==> config.mk <==
export PLATFORM = sky130hd
export DESIGN_NAME = mux4_rr_arbiter
export DESIGN_NICKNAME = d
export VERILOG_FILES = /design/src/rtl/mux4_arb_pkg.sv /design/src/rtl/mux4.sv /design/src/rtl/rr_pick.sv /design/src/rtl/mux4_rr_arbiter.sv
export SDC_FILE = /design/constraint.sdc
export NUM_CORES = 1
export LEC_CHECK = 0
export BUFFER_PORTS_ARGS = -buffer_cell sky130_fd_sc_hd__buf_2
export CORE_ASPECT_RATIO = 0.6
export CORE_UTILIZATION = 30
export DETAILED_ROUTE_END_ITERATION = 8
export PLACE_DENSITY = 0.57
export SLEW_MARGIN = 10
export SYNTH_ARGS = -nofsm -noshare
export SYNTH_HDL_FRONTEND = slang
export SYNTH_SLANG_ARGS = --single-unit
==> constraint.sdc <==
create_clock -name clk -period 2.3 [get_ports clk]
set_input_delay 0.115 -clock clk [delete_from_list [all_inputs] [get_ports clk]]
set_output_delay 0.115 -clock clk [all_outputs]
set_load 0.02 [all_outputs]
==> src/rtl/mux4_arb_pkg.sv <==
// ---------------------------------------------------------------------------
// mux4_arb_pkg
// Shared types and helpers for the four-way round-robin mux arbiter.
//   arb_state_t : arbiter FSM state (IDLE / GRANT)
//   NREQ        : number of requesters sharing the mux
//   req_idx_t   : binary requester index, also the mux select encoding
//   HOLD_W      : width of the tenure counter (MAX_HOLD is at most 255)
//   idx_to_onehot() : binary requester index to one-hot grant vector
// ---------------------------------------------------------------------------
package mux4_arb_pkg;

    typedef enum logic [0:0] {IDLE, GRANT} arb_state_t;

    localparam int NREQ   = 4;
    localparam int HOLD_W = 8;

    typedef logic [1:0] req_idx_t;

    function automatic logic [NREQ-1:0] idx_to_onehot(input req_idx_t idx);
        logic [NREQ-1:0] oh;
        oh      = '0;
        oh[idx] = 1'b1;
        return oh;
    endfunction

endpackage

==> src/rtl/mux4.sv <==
// ---------------------------------------------------------------------------
// mux4
// Plain 4:1 combinational data multiplexer.
//   sel        in  2      binary select
//   d0..d3     in  WIDTH  data inputs
//   y          out WIDTH  selected input
// ---------------------------------------------------------------------------
module mux4 #(
    parameter int WIDTH = 4
) (
    input  logic [1:0]       sel,
    input  logic [WIDTH-1:0] d0,
    input  logic [WIDTH-1:0] d1,
    input  logic [WIDTH-1:0] d2,
    input  logic [WIDTH-1:0] d3,
    output logic [WIDTH-1:0] y
);

    always_comb begin
        y = d0;
        case (sel)
            2'd0:    y = d0;
            2'd1:    y = d1;
            2'd2:    y = d2;
            default: y = d3;
        endcase
    end

endmodule

==> src/rtl/rr_pick.sv <==
// ---------------------------------------------------------------------------
// rr_pick
// Combinational round-robin picker: returns the first set request bit when
// scanning ptr, ptr+1, ... modulo 4.
//   req    in  4  candidate request bits
//   ptr    in  2  scan start index (highest priority)
//   found  out 1  at least one request bit is set
//   idx    out 2  index of the winning request (ptr when none found)
// ---------------------------------------------------------------------------
module rr_pick
    import mux4_arb_pkg::*;
(
    input  logic [NREQ-1:0] req,
    input  req_idx_t        ptr,
    output logic            found,
    output req_idx_t        idx
);

    req_idx_t cand;

    // Scan from the farthest offset back to ptr so that the nearest set bit
    // is the last one written and therefore wins.
    always_comb begin
        found = 1'b0;
        idx   = ptr;
        cand  = '0;
        for (int k = NREQ - 1; k >= 0; k--) begin
            cand = ptr + req_idx_t'(k);
            if (req[cand]) begin
                found = 1'b1;
                idx   = cand;
            end
        end
    end

endmodule

==> src/rtl/mux4_rr_arbiter.sv <==
// ---------------------------------------------------------------------------
// mux4_rr_arbiter
// Round-robin arbiter sharing one 4-input mux between four requesters. The
// owner is held in a registered one-hot grant that also drives the mux
// select; an owner may keep the mux at most MAX_HOLD consecutive cycles
// while another requester is waiting.
//
// Build option: define ARB_LOCK_EN to let the owner suppress the tenure
// limit by holding lock=1. Without it, lock is accepted but ignored.
//
// Ports:
//   clk      in   1      rising-edge clock
//   reset    in   1      synchronous, active-high reset
//   req      in   4      level requests, held until done
//   lock     in   1      owner tenure lock (ARB_LOCK_EN builds only)
//   d0..d3   in   WIDTH  requester data buses
//   grant    out  4      registered one-hot grant, zero when idle
//   sel      out  2      registered mux select (owner index)
//   y        out  WIDTH  selected data, combinational from sel
//   y_valid  out  1      registered, equals |grant
// ---------------------------------------------------------------------------
module mux4_rr_arbiter
    import mux4_arb_pkg::*;
#(
    parameter int WIDTH    = 4,
    parameter int MAX_HOLD = 8
) (
    input  logic             clk,
    input  logic             reset,
    input  logic [NREQ-1:0]  req,
    input  logic             lock,
    input  logic [WIDTH-1:0] d0,
    input  logic [WIDTH-1:0] d1,
    input  logic [WIDTH-1:0] d2,
    input  logic [WIDTH-1:0] d3,
    output logic [NREQ-1:0]  grant,
    output logic [1:0]       sel,
    output logic [WIDTH-1:0] y,
    output logic             y_valid
);

    localparam logic [HOLD_W-1:0] HOLD_LAST = HOLD_W'(MAX_HOLD - 1);

    arb_state_t        state, state_n;
    req_idx_t          ptr, ptr_n;
    logic [HOLD_W-1:0] hold_cnt, hold_n;
    logic [NREQ-1:0]   grant_n;
    req_idx_t          sel_n;

    logic              pick_found;
    req_idx_t          pick_idx;
    logic              owner_req;
    logic              expired;
    logic              locked;
    logic              take;

`ifdef ARB_LOCK_EN
    assign locked = lock;
`else
    logic lock_unused;
    assign lock_unused = lock;
    assign locked      = 1'b0;
`endif

    // The current owner is excluded from the candidates: in IDLE grant is
    // zero so all requests compete; in GRANT only the others do, which is
    // exactly what a drop or an expiry hand-over needs.
    rr_pick u_pick (
        .req   (req & ~grant),
        .ptr   (ptr),
        .found (pick_found),
        .idx   (pick_idx)
    );

    assign owner_req = |(req & grant);
    assign expired   = (hold_cnt == HOLD_LAST);

    always_comb begin
        state_n = state;
        ptr_n   = ptr;
        hold_n  = hold_cnt;
        grant_n = grant;
        sel_n   = sel;
        take    = 1'b0;

        case (state)
            IDLE: begin
                if (pick_found) take = 1'b1;
            end
            GRANT: begin
                if (!owner_req) begin
                    // A drop takes precedence over a simultaneous expiry.
                    if (pick_found) begin
                        take = 1'b1;
                    end else begin
                        state_n = IDLE;
                        grant_n = '0;
                        hold_n  = '0;
                    end
                end else if (expired && pick_found && !locked) begin
                    take = 1'b1;
                end else if (!expired) begin
                    hold_n = hold_cnt + 1'b1;
                end
            end
            default: begin
                state_n = IDLE;
                grant_n = '0;
                hold_n  = '0;
            end
        endcase

        if (take) begin
            state_n = GRANT;
            grant_n = idx_to_onehot(pick_idx);
            sel_n   = pick_idx;
            ptr_n   = pick_idx + 1'b1;
            hold_n  = '0;
        end
    end

    always_ff @(posedge clk) begin
        if (reset) begin
            state    <= IDLE;
            ptr      <= '0;
            hold_cnt <= '0;
            grant    <= '0;
            sel      <= '0;
            y_valid  <= 1'b0;
        end else begin
            state    <= state_n;
            ptr      <= ptr_n;
            hold_cnt <= hold_n;
            grant    <= grant_n;
            sel      <= sel_n;
            y_valid  <= |grant_n;
        end
    end

    mux4 #(.WIDTH(WIDTH)) u_mux (
        .sel (sel),
        .d0  (d0),
        .d1  (d1),
        .d2  (d2),
        .d3  (d3),
        .y   (y)
    );

endmodule

==> results.txt <==
Commonest non-fill, non-tap cell in the layout: buf_2
Critical path class: reg -> reg
Final hold violations: 0
WHS: 0.139 ns
Inserted Diodes: 0
Hold_buf cts: 0
Critical path's largest stage delay: 0.54 ns
Vias in the first global route: 999
Syn Nets: 147
Crit path launch type: flop
Initial antenna violation count: 0
HPWL Detailed: 2.29 mm
Vias per cell: 5.22
Drt first-iter violations: 23
GR Util All Layers: 0.149
Minimum clock period: 2.18 ns
Die height: 49.9 um
Area delta synth->final: 27.6%
LEAKAGE: 0.633 nW
Fmax achieved: 0.459 GHz
R2R Path End: y_valid
Synth Area per Inst: 9.64 um2
Final design utilization: 0.425
Overflow after GRT: 0
CTS resizes: 0
Skew-Pair Late Insertion Delay: 0.25 ns
Hold Crit Depth: 2
CTS tree: built
I/O Buffers: 32
Placeable core area: 3440 um2
Reg-to-reg critical path startpoint: grant[0]
Remaining antenna violation count: 0
Wire per inst: 13.5 um
GP Congestion: 0.821
Postcts setup bufs: 0
Depth of the worst register-to-register path: 7
Yosys Warn Count: 0
Slowest cell on crit path: or4_1
TNS Setup: 0 ns
Sequential share of the synthesized area: 0.314
Worst Clk Skew: 0.00118 ns
Slew Viols, Final: 0
Post-synth ARST share: 0
Pre-Repair DR Iteration Count: 4
Post-synth EDFFs: 0
Worst setup startpoint: grant[0]
Power Dens Cells: 1060 nW/um2
Clock Pin Slew Worst Setup and Hold Paths: 0.07 ns
VDD IR-drop max: 499 uV
Worst path required time: 2.44 ns
Maxcap violations: 0
Share of layout cells above drive strength 1: 0.371
DRC errors left: 0
Most frequent cells in the layout: buf_2 (32), dfxtp_1 (18), nor2_1 (14)
Die W: 81.8 um
I/O pin count: 34
Final setup viols: 0
Least-Margin Pin Slew: 0.531 ns
Mapped Area: 1150 um2
Max_slew headroom: 0.643
Hold_sp: reset
#FFs+latches synth: 18
Hold Crit Class: in -> reg
Routed via count: 1064
Initial Util: 0.333
Crit share post-route: 0.947
Bufs and invs on worst path: 1
Sink Count: 18
CP Cell Sequence: or3b_2, a21oi_1, a211oi_1, buf_4, ha_1, or4_1, o2bb2ai_2
R2r setup slk: 0.12 ns
FILL cells: 350
Critical path capture point type: flop
Nets: 188
Arrival time worst endpoint: 2.32 ns
CTS Buf Count: 3
Longest Clk Path Bufs: 2
Largest net degree at the start of global routing: 14
Routed wire length: 2.75 mm
Gate Count Post-Synth: 119
Worst Hold End: hold_cnt[0]
Unrepaired setup endpoints after global routing: no
Top delay family on crit path: simple AND/OR/NAND/NOR gates
Status: complete, no violations
Library cells used by synthesis: 46
Root Buffer: clkbuf_8
Cell Rows: 16
Worst-path maximum fanout: 4
H-tree Lvls: 1
Top FF cell, synth: dfxtp_1
DIE AREA: 4080 um2
First-pass GRT wire length: 4.56 mm
==> synthesized netlist by cell type, types with 3 or more instances <==
library cell / instances / share of area
a22o_1: 6 / 0.046
nor3_1: 3 / 0.013
dfxtp_1: 18 / 0.31
nor2_1: 14 / 0.046
o2111ai_1: 3 / 0.023
a21oi_1: 3 / 0.013
xor2_1: 6 / 0.046
mux4_2: 4 / 0.079
inv_1: 4 / 0.013
a211oi_1: 3 / 0.020
and2b_1: 3 / 0.020
o21ai_0: 4 / 0.017
ha_1: 5 / 0.055
==> state kept, by name, summed over array words and instances, names as in the netlist <==
signal / count
hold_cnt: 8
grant: 4
ptr: 2
sel: 2
state: 1
y_valid: 1
==> per-layer routing <==
metal / vias to the layer above / track usage / share of wire
met5: - / 0 / 0
met4: 0 / 0.0263 / 0.0051
met3: 2 / 0.0537 / 0.067
met2: 36 / 0.240 / 0.45
met1: 496 / 0.192 / 0.47
li1: 530 / - / -
==> final cells by class <==
| class | instances | area (um2) | share of cell area |
|---|---|---|---|
| Multi-Input combinational cell | 92 | 749 | 0.512 |
| Sequential cell | 18 | 360 | 0.246 |
| Timing Repair Buffer | 41 | 228 | 0.156 |
| Tap cell | 45 | 56.3 | 0.0385 |
| Clock buffer | 4 | 55.1 | 0.0376 |
| Inverter | 4 | 15.0 | 0.0103 |
==> worst max path at each step <==
| stage | endpoint | slack (ns) | depth (start not counted) |
|---|---|---|---|
| 2_1_floorplan | y_valid | 0.02 | 8 |
| 3_3_place_gp | y_valid | 0.16 | 7 |
| 3_5_place_dp | y_valid | 0.15 | 7 |
| 4_1_cts | y_valid | 0.12 | 7 |
| 5_1_grt | y_valid | 0.01 | 7 |
| 6_report | y_valid | 0.12 | 7 |
==> through the flow <==
step,instance area (um2),setup WS (ns),power [mW],cells
finish,1460,0.121,1.55,204
global route,1460,0.0131,1.67,204
CTS,1460,0.124,1.56,204
detailed placement,1410,0.145,1.30,200
global placement,1410,0.161,1.29,200
floorplan,1150,0.0231,1.03,119
==> kinds of logic after synthesis <==
group | after synthesis | synth area share
and+or+nand+nor | 41 | 0.209
AOI/OAI and AO/OA | 34 | 0.242
DFF | 18 | 0.314
buffers and inverters | 9 | 0.0382
xor gates and xnor gates | 6 | 0.0458
muxes | 6 | 0.0960
adders and majority gates | 5 | 0.0545
==> power breakdown <==
part / switching (mW) / leakage (nW) / internal (mW)
clock: 0.104 / 0.0288 / 0.152
sequential: 0.0742 / 0.147 / 0.381
combinational: 0.455 / 0.457 / 0.387
total: 0.633 / 0.633 / 0.919
(Power assumes the default switching activity.)
